===== src/rtl/mig_app_master.sv =====
// mig_app_master: one-at-a-time request/response port to DDR3 app interface,
// single 128-bit beat per transaction with read timeout and stray-data flag.
module mig_app_master #(
    parameter int ADDR_W      = 28,
    parameter int WORD_AW     = 25,
    parameter int TIMEOUT_CYC = 1023
) (
    input  logic                ui_clk,
    input  logic                ui_clk_sync_rst,
    input  logic                req_valid,
    output logic                req_ready,
    input  logic                req_we,
    input  logic [WORD_AW-1:0]  req_addr,
    input  logic [127:0]        req_wdata,
    input  logic [15:0]         req_be,
    output logic                rsp_valid,
    output logic [127:0]        rsp_rdata,
    output logic                rsp_err,
    output logic                busy,
    output logic                stray_err,
    input  logic                init_calib_complete,
    output logic [ADDR_W-1:0]   app_addr,
    output logic [2:0]          app_cmd,
    output logic                app_en,
    input  logic                app_rdy,
    output logic [127:0]        app_wdf_data,
    output logic                app_wdf_end,
    output logic [15:0]         app_wdf_mask,
    output logic                app_wdf_wren,
    input  logic                app_wdf_rdy,
    input  logic [127:0]        app_rd_data,
    input  logic                app_rd_data_valid,
    input  logic                app_rd_data_end,
    output logic                app_sr_req,
    output logic                app_ref_req,
    output logic                app_zq_req
);
    localparam int CW = $clog2(TIMEOUT_CYC + 1);

    typedef enum logic [1:0] {IDLE, WRITE, RD_CMD, RD_WAIT} state_t;

    state_t        state;
    logic          cmd_done;
    logic          data_done;
    logic [CW-1:0] cnt;
    logic [CW-1:0] cnt_inc;
    logic          unused_end;

    assign req_ready   = (state == IDLE) && init_calib_complete;
    assign busy        = state != IDLE;
    assign app_sr_req  = 1'b0;
    assign app_ref_req = 1'b0;
    assign app_zq_req  = 1'b0;
    assign unused_end  = app_rd_data_end;
    // saturating increment: the counter never wraps back to zero
    assign cnt_inc     = (cnt == {CW{1'b1}}) ? cnt : cnt + 1'b1;

    always_ff @(posedge ui_clk) begin
        if (ui_clk_sync_rst) begin
            state        <= IDLE;
            cmd_done     <= 1'b0;
            data_done    <= 1'b0;
            cnt          <= '0;
            rsp_valid    <= 1'b0;
            rsp_rdata    <= '0;
            rsp_err      <= 1'b0;
            stray_err    <= 1'b0;
            app_addr     <= '0;
            app_cmd      <= 3'b000;
            app_en       <= 1'b0;
            app_wdf_data <= '0;
            app_wdf_end  <= 1'b0;
            app_wdf_mask <= '0;
            app_wdf_wren <= 1'b0;
        end else begin
            rsp_valid <= 1'b0;
            rsp_err   <= 1'b0;
            if (app_rd_data_valid && state != RD_WAIT)
                stray_err <= 1'b1;
            case (state)
                IDLE: if (req_valid && req_ready) begin
                    app_addr  <= ADDR_W'({req_addr, 3'b000});
                    app_cmd   <= {2'b00, ~req_we};
                    app_en    <= 1'b1;
                    cmd_done  <= 1'b0;
                    data_done <= 1'b0;
                    if (req_we) begin
                        app_wdf_data <= req_wdata;
                        app_wdf_mask <= ~req_be;
                        app_wdf_wren <= 1'b1;
                        app_wdf_end  <= 1'b1;
                    end
                    state <= req_we ? WRITE : RD_CMD;
                end
                WRITE: begin
                    if (app_en && app_rdy) begin
                        app_en   <= 1'b0;
                        cmd_done <= 1'b1;
                    end
                    if (app_wdf_wren && app_wdf_rdy) begin
                        app_wdf_wren <= 1'b0;
                        app_wdf_end  <= 1'b0;
                        data_done    <= 1'b1;
                    end
                    if (cmd_done && data_done) begin
                        rsp_valid <= 1'b1;
                        state     <= IDLE;
                    end
                end
                RD_CMD: if (app_rdy) begin
                    app_en <= 1'b0;
                    cnt    <= '0;
                    state  <= RD_WAIT;
                end
                RD_WAIT: begin
                    cnt <= cnt_inc;
                    if (app_rd_data_valid) begin
                        rsp_rdata <= app_rd_data;
                        rsp_valid <= 1'b1;
                        state     <= IDLE;
                    end else if (cnt_inc == CW'(TIMEOUT_CYC - 1)) begin
                        rsp_valid <= 1'b1;
                        rsp_err   <= 1'b1;
                        state     <= IDLE;
                    end
                end
                default: state <= IDLE;
            endcase
        end
    end
endmodule


===== config.mk =====
export PLATFORM = sky130hd
export DESIGN_NAME = mig_app_master
export DESIGN_NICKNAME = d
export VERILOG_FILES = /design/src/rtl/mig_app_master.sv
export SDC_FILE = /design/constraint.sdc
export NUM_CORES = 1
export LEC_CHECK = 0
export BUFFER_PORTS_ARGS = -buffer_cell sky130_fd_sc_hd__buf_4
export CAP_MARGIN = 20
export CORE_AREA = 2 2 239 241
export CTS_BUF_LIST = sky130_fd_sc_hd__clkbuf_16
export DETAILED_ROUTE_END_ITERATION = 7
export DIE_AREA = 0 0 241 243
export MAX_ROUTING_LAYER = met4
export SETUP_SLACK_MARGIN = 0.2
export SLEW_MARGIN = 25
export SYNTH_ARGS = -nofsm -noshare
export SYNTH_HDL_FRONTEND = slang
export SYNTH_SLANG_ARGS = --single-unit

===== constraint.sdc =====
create_clock -name ui_clk -period 2.1 [get_ports ui_clk]
set_input_delay 0.105 -clock ui_clk [delete_from_list [all_inputs] [get_ports ui_clk]]
set_output_delay 0.105 -clock ui_clk [all_outputs]
set_load 0.005 [all_outputs]

Word-level counts from Yosys, hierarchy flattened
Cells that the tools add are included.
{"block": "word_totals", "wordCells": 79, "inputBits": 306, "reg_bits": 317, "output_inout_bits": 314}
{"block": "op_classes", "mux": 27, "bitwise_logic": 3, "n_addsub": 1, "eq_ne": 13, "reduce_logical": 21}
{"op": "$eq 10x10->1 const B", "n": 2}
{"op": "$mux 10", "n": 2}
{"op": "$pmux 10 s2", "n": 1}
{"op": "$not 16->16", "n": 1}
{"op": "$mux 1", "n": 12}
{"op": "$mux 2", "n": 6}
{"op": "$ne 2x2->1 const B", "n": 6}
{"op": "$reduce_and 4->1", "n": 3}
{"op": "$add 10x1->10 const B", "n": 1}
{"op": "$reduce_and 3->1", "n": 3}
{"op": "$pmux 1 s2", "n": 4}
{"op": "$pmux 2 s4", "n": 1}
{"op": "$logic_and 1x1->1", "n": 6}
{"op": "$reduce_and 2->1", "n": 3}
{"op": "$reduce_bool 2->1", "n": 3}
{"op": "$eq 2x2->1 const B", "n": 2}
{"op": "$ne 3x3->1 const B", "n": 1}
{"op": "$pmux 1 s3", "n": 1}
{"op": "$reduce_bool 3->1", "n": 1}
{"op": "$reduce_or 3->1", "n": 1}
{"op": "$eq 2x1->1 const B", "n": 1}
{"op": "$logic_not 2->1", "n": 1}
{"op": "$ne 2x1->1 const B", "n": 1}
{"op": "$not 1->1", "n": 2}

Depth between registers and ports, before layout
Gate-level depths: netlist of run 1.
{"block": "depth", "depth_word": 6, "ltp_mapped": 10, "ltp_nobuf": 8}

Worst setup path before layout of run 1
Ideal clock, no wire load.
{"block": "synth_path", "path_type": "register to register", "startpoint": "register cnt[0]", "endpoint": "register state[0]", "period_less_slack_ps": 2310, "t_required_ps": 1977, "t_arrival_ps": 2186, "setup_ps": 123, "n_path_buf": 2, "slack_ps": -210, "stages_incl_launch_ff": 10, "path_cell_list": "dfxtp_1 ha_1 buf_6 and3_4 and4_4 buf_6 or3_4 and4b_4 a21oi_2 mux2_1"}
{"block": "synth_between", "elab_chain_cells": 5, "elab_cells_between_ends": 6, "classes_between": "add/sub: 1; eq/ne: 3; mux: 1; reduce/logical: 1"}
{"item": "start: declaration", "line": "45", "rtl": "logic [CW-1:0] cnt;"}
{"item": "start signal: assignment", "line": "116", "rtl": "cnt <= cnt_inc;"}
{"item": "$add 10x1->10 / $eq 10x10->1 (equally long branches)", "line": "56", "rtl": "assign cnt_inc = (cnt == {CW{1'b1}}) ? cnt : cnt + 1'b1;"}
{"item": "$mux 10 *", "line": "56"}
{"item": "$eq 10x10->1 *", "line": "121", "rtl": "end else if (cnt_inc == CW'(TIMEOUT_CYC - 1)) begin"}
{"item": "$ne 3x3->1 (no source line) *"}
{"item": "$reduce_and 4->1 (no source line) *"}
{"item": "end signal: assignment", "line": "93", "rtl": "state <= req_we ? WRITE : RD_CMD;"}
{"item": "end: declaration", "line": "42", "rtl": "state_t state;"}
Mark *: on every way between the ends. The rest lies on a longest branch, timed or not.
A chain may end at the register's enable or synchronous reset.

Worst setup path after layout of run 1
Same ends and word-level chain as after synthesis.

==> results of run 1 <==
## worst max-delay path, delay by kind of cell, from the launching register on
kind	cells	cell delay, ns
compound gates	2	0.49
xor+xnor	1	0.19
fa+ha+maj	1	0.16
flops	1	0.35
mux	1	0.31
simple gates	2	0.41
## final cells by class
cell class | instances | area share [%]
clock inverters | 28 | 1.07
clock buffers | 39 | 4.50
flip-flops and latches | 317 | 29.3
repair buffers | 990 | 39.1
multi-input cells | 1015 | 21.6
diodes | 2 | 0.0231
inverters | 5 | 0.0866
well taps | 756 | 4.36
## Yosys cell counts, drive strengths merged (2+ instances only)
master,n,area share [%]
nand4,4,0.22
clkbuf,91,3.0
a211oi,18,1.2
mux2,2,0.20
ha,5,0.55
and3,5,0.32
dfxtp,317,56
o21ai,9,0.40
nor2b,4,0.22
nand2b,5,0.27
nor4,2,0.11
buf,27,1.4
a22oi,3,0.20
and2,3,0.16
nand2,580,19
nor2,34,1.1
a21oi,296,13
and4,2,0.20
a31oi,3,0.16
o21a,2,0.13
nor3,7,0.31
inv,5,0.16
mux2i,2,0.18
nand3,6,0.31
## path summary, 6_finish.rpt
path | startpoint | to | slack [ns] | cells after the start
setup / recovery | cnt[0] | state[0] | 0.07 | 7
setup reg to reg | cnt[0] | state[0] | 0.07 | 7
hold reg to reg | rsp_rdata[103] | rsp_rdata[103] | 0.45 | 2
hold / removal | req_valid | cmd_done | 0.05 | 5
## through the flow
step | hold slack [ns] | setup slack [ns] | cells | area, um^2 | TNS [ns]
global route | 0.0457 | 0.00243 | 3151 | 21700 | 0
floorplan | 0.201 | -0.109 | 1455 | 11400 | -0.218
detailed placement | 0.288 | 0.0389 | 2769 | 17100 | 0
finish | 0.0502 | 0.0720 | 3152 | 21700 | 0
global placement | 0.284 | 0.0404 | 2769 | 17100 | 0
CTS | 0.0268 | 0.126 | 3146 | 21500 | 0
## power breakdown
part           internal [W]  switching, W
Clock               0.00375       0.00264
Combinational       0.00156       0.00118
Sequential          0.00628      0.000176
Total                0.0116       0.00400
## state kept, by name (all words and copies together) (netlist names)
name	count
app_wdf_wren	1
app_wdf_data	128
rsp_err	1
app_wdf_mask	16
app_en	1
data_done	1
rsp_valid	1
rsp_rdata	128
cnt	10
app_addr	25
stray_err	1
app_cmd	1
cmd_done	1
state	2
## cell families after synthesis
logic type      after synthesis
buf+inv                     123
flops                       317
compound gates              341
mux                           4
fa+ha+maj                     5
other cells                   1
xor+xnor                      1
simple gates                656
## routing by layer
metal / track usage (%) / wire length, um / vias up
li1: - / - / 6552
met1: 16.9 / 18700 / 6222
met2: 28.2 / 24300 / 578
met3: 3.65 / 3620 / 125
met4: 6.63 / 2030 / 0
met5: - / 0 / -
## what timing repair did
action                                 4_1_cts  5_1_grt
hold buffers                               301        0
cloned                                       3        2
buffers inserted                             6        2
resized for setup                           13       22
endpoints found under the hold margin      304        0
setup endpoints to repair                   87      143
pin swaps                                    6        4
==> metrics, run 1 <==
main combinational cell family by area after synthesis simple AND/OR/NAND/NOR gates; CTS tree done; final wirelength around 49000 um; Async S/R FF share, synth 0%; gr usage total 15.9%; Req. time, crit path ~2.5 ns; Cell Area, Synth approximately 11000 um^2; Worst EP arrival 2.46 ns; DRT Pass-1 Iters 5; DIE AREA 58600 um^2; Final ANT Viol Nets 0; die height 243 um; post-synthesis xor/xnor area fraction 0.0769%; Pleak 9.05 nW; simple-gate portion of the synthesized area between 20% and 30%; CTS root buf clkbuf_16; share of layout cells above drive strength 1 32.3%; worst min path class in2reg; # nets final 2678; Setup CP Type reg2reg; Starting Density 20.4%; Multi-input gate area 4680 um^2; number of synthesized flops with an enable pin 0; I/O pin count 620; DR iter-0 viols 630; Slew @ Worst Pin 0.533 ns; Tcrit/Tclk final a little over nine tenths; crit-path cells ha_4, and3_4, a211o_1, xor2_2, and4b_4, a21oi_4, mux2_4; Ys Warns 0; Sink Count 317; Row Count 87; Slew Viols, Final 0; Adder-Cell Fraction of Synth Area less than 1%; Max Fanout on Critical Path 3; Post-synth top flop dfxtp_1; initial antenna violation count 2; Max H-tree Level 2; drt via density 4.28; Post-Syn Instances approximately 1400; Avg Inst Size Synth 7.86 um^2; post-DP HPWL 32000 um; Yosys reg bits 317; RSZ-0062 raised after global routing true; Layout Utilization about two fifths; max-cap violation count 0; commonest non-fill, non-tap cell in the layout buf_4; drt drc 0; CTS Buffer Depth 3; final hold vios 0; clock transition at the registers of the reported paths 0.06 ns; PwrDens 719 nW/um^2; Final Setup Violations 0; CP max-delay cell dfxtp_4; Final min period 2.03 ns; sequential share of the synthesized area a little under three fifths; fillcell total 5443; FMAX between 400 and 500 MHz; vias in the first global route 13909; most frequent cells in the layout buf_4, nand2_1, dfxtp_1; critical path's largest stage delay between 0.3 and 0.4 ns; mux cell area share after synthesis 0.374%; largest net degree at the start of global routing 70; power consumption ~0.016 W; Setup crit end kind flip-flop; via count 13477; Compound-Gate Fraction of Synth Area 15.9%; status finished, final reports clean; clock latency on the worst-skew pair about 0.54 ns; RePlAce Congestion 0.927; Unique masters post-synth between 40 and 50; port bufs 610; sequential standard cell area 6360 um^2; Core ar. 56000 um^2; Fin Clk Skew 0.0143 ns; worst vdd ir 0.000669 V; first-pass GRT wire length approximately 73000 um; Area growth, synth to finish 90.4%; Routed WL per cell 15.4 um; Die Wd ~240 um; CP Launch Type flip-flop; CTS Buf Count 38; grt total ovfl 0; Rel. slew slack roughly 64%
No activity file was read; power rests on OpenSTA's default activity.
==> run 2: changes to the inputs <==
Settings changed: MAX_ROUTING_LAYER met4 to unset.
==> run 2 against run 1 <==
Compared with the run above:
- clock power is 4.1% lower
- critical path depth stayed put
- wire length is 0.20% lower
- clock skew hardly changed
- register-to-register slack worse by 0.02 ns
- final cell count is 0.22% higher
- first-iteration DRC count is 2.2% higher
- largest cell class unchanged
==> metrics, run 2 (synthesis gave the netlist of run 1 again) <==
status finished, final reports clean; Req. time, crit path 2.51 ns (-0.02 ns); CTS Buffer Depth 3 (unchanged); initial antenna violation count 0 (-2); Sw Pwr 0.00392 W (-1.9%); first-pass GRT wire length 73000 um (+0.59%); grt total ovfl 0 (unchanged); Setup CP Type reg2reg; Fin Clk Skew 0.0145 ns (+0.000173 ns); Area growth, synth to finish 91.4%; largest net degree at the start of global routing 66 (-5.7%); Row Count 87 (unchanged); FMAX 489 MHz (-0.86%); Reg2Reg Depth 7 (unchanged); Pleak 9.10 nW (+0.60%); die height 243 um (unchanged); via count 13634 (+1.2%); worst min path class in2reg; Max H-tree Level 2 (unchanged); Slew Viols, Final 0 (unchanged); Final min period 2.05 ns (+0.0176 ns); worst vdd ir 0.000545 V (-19%); # nets final 2687 (+0.34%); Die Wd 241 um (unchanged); drt via density 4.32 (+0.94%); Non-Filler Instances 3159 (+0.22%); clock transition at the registers of the reported paths 0.06 ns (about the same); RSZ-0062 raised after global routing true; share of layout cells above drive strength 1 33.0% (+0.67 points); Worst Setup EP state[0]; RePlAce Congestion 0.902 (-2.8%); CTS tree done; sw frac 25.5% (-0.17 points); CP Launch Type flip-flop; max-cap violation count 0 (unchanged); critical path's largest stage delay 0.39 ns (+0.04 ns); DIE AREA 58600 um^2 (unchanged); final hold vios 0 (unchanged); Rel. slew slack 64.5% (+0.076 points); Slew @ Worst Pin 0.532 ns (-0.00114 ns); clock latency on the worst-skew pair 0.53 ns (about the same); Ant. Diodes 0 (-2); Final Setup Violations 0 (unchanged); Starting Density 20.4% (unchanged); placed cell count 2769 (unchanged); CP top delay family simple AND/OR/NAND/NOR gates; CP max-delay cell or3_4; Reg power frac 42.0% (+0.6 points); WHS 0.0784 ns (+0.0282 ns); Stages on worst setup path 7 (unchanged); Tcrit/Tclk final 97.4% (+0.84 points); commonest non-fill, non-tap cell in the layout buf_4; Final ANT Viol Nets 0 (unchanged); vias in the first global route 13951 (+0.30%); setup TNS 0 ns (unchanged); Critical R2R Capture state[0]; CTS root buf clkbuf_16; DR iter-0 viols 644 (+2.2%); drt drc 0 (unchanged); I/O pin count 620 (unchanged); Core ar. 56000 um^2 (unchanged); power consumption 0.0154 W (-1.3%); R2R Path Start cnt[1]; Max Fanout on Critical Path 3 (unchanged); P_int 0.0115 W (-1.0%); Worst EP arrival 2.46 ns (about the same); Setup crit end kind flip-flop; CTS Buf Count 37 (-2.6%); crit-path cells ha_4, and3_4, and4_4, or3_4, and4b_4, a21oi_4, mux2_4; clock share of power 39.8% (-1.2 points); Critical Path Source cnt[1]; Sink Count 317 (unchanged); PwrDens 706 nW/um^2 (-1.8%); Comb pwr share 18.2% (+0.6 points); post-DP HPWL 32200 um (+0.63%); reg2reg setup slack 0.05 ns (-0.02 ns); top flop regs app_wdf_data x128, rsp_rdata x128, app_addr x25; Layout Utilization 39.0% (+0.21 points); WP buf/inv 0 (unchanged); most frequent cells in the layout buf_4, nand2_1, dfxtp_1; Routed WL per cell 15.4 um (-0.42%); port bufs 610 (unchanged); gr usage total 15.6% (-0.36 points); final wirelength 48500 um (-0.20%); DRT Pass-1 Iters 5 (unchanged)
[run 2: changes by cell type in the layout (fill, tap and decap cells not counted), sizes merged]
cell | before | now
dlygate4sd3 | 301 | 302
buf | 686 | 696
clkinvlp | 2 | 0
clkbuf | 41 | 40
inv | 13 | 11
clkinv | 15 | 19
diode | 2 | 0
bufinv | 3 | 2
[run 2: power groups by stage]
stage / combinational [W] / sequential (W) / clock (W)
6_report: 0.00280 / 0.00646 / 0.00613
3_3_place_gp: 0.00204 / 0.00657 / 0
2_1_floorplan: 0.000808 / 0.00657 / 0
3_5_place_dp: 0.00206 / 0.00658 / 0
5_1_grt: 0.00303 / 0.00649 / 0.00656
4_1_cts: 0.00268 / 0.00645 / 0.00634
[run 2: final cells by class]
class	count	area, um^2
inverters	5	18.8
clock inverters	27	175
multi-input cells	1015	4730
well taps	756	946
fillers	5420	34200
repair buffers	1000	8600
clock buffers	39	976
flip-flops and latches	317	6360
[run 2: per-layer routing]
metal  track usage [%]  vias to the layer above  part of all wire [%]
li1                  -                     6571                     -
met1              16.4                     6332                    38
met2              27.6                      592                    49
met3              4.31                      139                   7.9
met4              8.68                        0                   5.4
met5                 0                        -                     0
[run 2: worst min-delay path by stage]
stage	start	to	slack [ns]	cells past startpoint
2_1_floorplan	req_be[0]	app_wdf_mask[0]	0.20	1
3_3_place_gp	req_be[12]	app_wdf_mask[12]	0.29	2
3_5_place_dp	req_be[10]	app_wdf_mask[10]	0.29	2
4_1_cts	app_rdy	cnt[9]	0.05	5
5_1_grt	req_valid	cmd_done	0.08	5
6_report	init_calib_complete	cmd_done	0.08	5
[run 2: metrics by stage]
step	instance area [um^2]	setup WS [ns]
after floorplan	11400	-0.109
after global placement	17200	-0.0492
after detailed placement	17200	-0.0714
after CTS	21600	0.0626
after global routing	21800	-0.00360
final	21800	0.0545
[run 2: worst register-to-register path, cell delays in order (launching register included)]
cell     delay [ns]
dfxtp_4        0.35
ha_4           0.16
and3_4         0.18
and4_4         0.16
or3_4          0.39
and4b_4        0.21
a21oi_4        0.17
mux2_4         0.32
[run 2: what timing repair did]
action	in CTS	in global routing
hold buffers	302	0
setup buffers	8	10
hold endpoints to repair	307	0
pin swaps	5	7
gates resized for setup	15	30
gates cloned	3	1
setup endpoints to repair	110	70
==> run 3: changes to the inputs <==
Clock period 2.1 ns to 2.4 ns, I/O delays scaled along.
==> run 3 against run 2 <==
Compared with the run above:
- clock skew rose by 0.0013 ns
- total power fell by 12%
- register-to-register slack improved by 0.19 ns
- sequential cell count did not move
- non-clock buffer count fell by 56
- first-iteration DRC count fell by 23%
- via count fell by 3.1%
- count of clock-buffer cells in the layout did not move
- critical endpoint unchanged
- highest routed layer unchanged
==> metrics, run 3 (synthesis gave the netlist of run 1 again) <==
status finished, final reports clean; DR iter-0 viols 495 (-23%); gr usage total 15.2% (-0.38 points); DIE AREA 58600 um^2 (unchanged); Setup crit end kind flip-flop; final hold vios 0 (unchanged); Area growth, synth to finish 85.5%; Req. time, crit path 2.82 ns (+0.31 ns); clock latency on the worst-skew pair 0.56 ns (+0.03 ns); Max H-tree Level 2 (unchanged); vias in the first global route 13405 (-3.9%); power consumption 0.0135 W (-12%); clock transition at the registers of the reported paths 0.06 ns (about the same); sw frac 25.7% (+0.19 points); crit-path cells ha_4, and3_4, and4_4, or3_4, and4b_4, a21oi_4, mux2_1; FMAX 465 MHz (-5.0%); Setup CP Type reg2reg; setup TNS 0 ns (unchanged); critical path's largest stage delay 0.37 ns (-0.02 ns); Slew Viols, Final 0 (unchanged); Core ar. 56000 um^2 (unchanged); post-DP HPWL 31100 um (-3.4%); CP top delay family simple AND/OR/NAND/NOR gates; Tcrit/Tclk final 89.7% (-7.7 points); Non-Filler Instances 3102 (-1.8%); via count 13215 (-3.1%); max-cap violation count 0 (unchanged); Pleak 8.74 nW (-3.9%); DRT Pass-1 Iters 5 (unchanged); port bufs 610 (unchanged); clock share of power 41.7% (+1.9 points); Worst EP arrival 2.58 ns (+0.12 ns); Place WS 0.259 ns (+0.331 ns); Comb pwr share 16.5% (-1.7 points); CTS tree done; RePlAce Congestion 0.830 (-8.0%); worst vdd ir 0.000518 V (-5.0%); Sink Count 317 (unchanged); Sw Pwr 0.00346 W (-12%); commonest non-fill, non-tap cell in the layout buf_4; final wirelength 47000 um (-3.2%); # nets final 2631 (-2.1%); CP max-delay cell dfxtp_4; initial antenna violation count 3 (+3); placed cell count 2734 (-1.3%); Max Fanout on Critical Path 9 (+6); top flop regs app_wdf_data x128, rsp_rdata x128, app_addr x25; Final Setup Violations 0 (unchanged); worst min path class in2reg; Slew @ Worst Pin 0.576 ns (+0.0440 ns); P_int 0.0100 W (-13%); CTS root buf clkbuf_16; I/O pin count 620 (unchanged); grt total ovfl 0 (unchanged); PwrDens 638 nW/um^2 (-9.7%); Die Wd 241 um (unchanged); Routed WL per cell 15.2 um (-1.4%); CTS Buffer Depth 3 (unchanged); Final ANT Viol Nets 0 (unchanged); drt via density 4.26 (-1.3%); CP Launch Type flip-flop; most frequent cells in the layout buf_4, nand2_1, dfxtp_1; Fin Clk Skew 0.0158 ns (+0.00130 ns); die height 243 um (unchanged); Reg power frac 41.9% (about the same); Final min period 2.15 ns (+0.107 ns); Row Count 87 (unchanged); largest net degree at the start of global routing 99 (+50%); first-pass GRT wire length 71200 um (-2.6%); share of layout cells above drive strength 1 30.6% (-2.4 points); final worst slack 0.247 ns (+0.193 ns); drt drc 0 (unchanged); CTS Buf Count 37 (unchanged); Rel. slew slack 61.6% (-2.9 points); Starting Density 20.4% (unchanged); RSZ-0062 raised after global routing true; WP buf/inv 0 (unchanged)
## run 3: cell count changes in the layout (fill, tap and decap cells not counted), sizes merged
| cell | delta |
|---|---|
| buf | -54 |
| clkinvlp | +3 |
| dlygate4sd3 | -1 |
| bufbuf | -1 |
| inv | +1 |
| clkinv | -7 |
| bufinv | +1 |
| diode | +1 |
## run 3: routing by layer
metal / track usage [%] / share of wire, % / wire (um)
met5: 0 / 0 / 0
met4: 6.92 / 4.3 / 2030
met3: 4.80 / 8.7 / 4080
met2: 26.4 / 48 / 22500
met1: 16.8 / 39 / 18400
## run 3: worst register-to-register path: stages, from the launching register on
cell and delay [ns]:
dfxtp_4 0.37, ha_4 0.19, and3_4 0.18, and4_4 0.22
or3_4 0.34, and4b_4 0.23, a21oi_4 0.16, mux2_1 0.34
## run 3: through the flow
stage	utilization, %	hold slack (ns)	area [um^2]
4_1_cts	37.6	0.000761	21100
6_report	37.8	0.0142	21100
5_1_grt	37.8	0.0299	21100
2_1_floorplan	-	0.216	11400
3_5_place_dp	30.1	0.303	16800
3_3_place_gp	30.1	0.300	16800
## run 3: power groups by stage
stage                     clock network, W  registers [W]  logic [W]
after floorplan                          0        0.00575   0.000702
final                              0.00562        0.00564    0.00222
after global placement                   0        0.00574    0.00174
after detailed placement                 0        0.00575    0.00176
after CTS                          0.00582        0.00564    0.00217
after global routing               0.00599        0.00567    0.00242
## run 3: path summary, 6_finish.rpt
| kind | from | end | slack [ns] | cells after the start |
|---|---|---|---|---|
| worst max-delay path | cnt[1] | state[0] | 0.25 | 7 |
| worst min-delay path | ui_clk_sync_rst | stray_err | 0.01 | 2 |
| worst max register to register | cnt[1] | state[0] | 0.25 | 7 |
| worst min register to register | app_addr[9] | app_addr[9] | 0.45 | 2 |
## run 3: what timing repair did
action                     4_1_cts  5_1_grt
setup buffers                    0        1
hold buffers                   301        0
setup endpoints to repair        0       60
resized for setup                0        9
hold endpoints to repair       303        0
## run 3: layout make-up
cell class	count	area, um^2
Fill cell	5433	34800
Timing Repair Buffer	944	7990
Sequential cell	317	6350
Multi-Input combinational cell	1015	4620
Clock buffer	39	976
Tap cell	756	946
Clock inverter	25	218
Inverter	5	18.8
Antenna cell	1	2.50
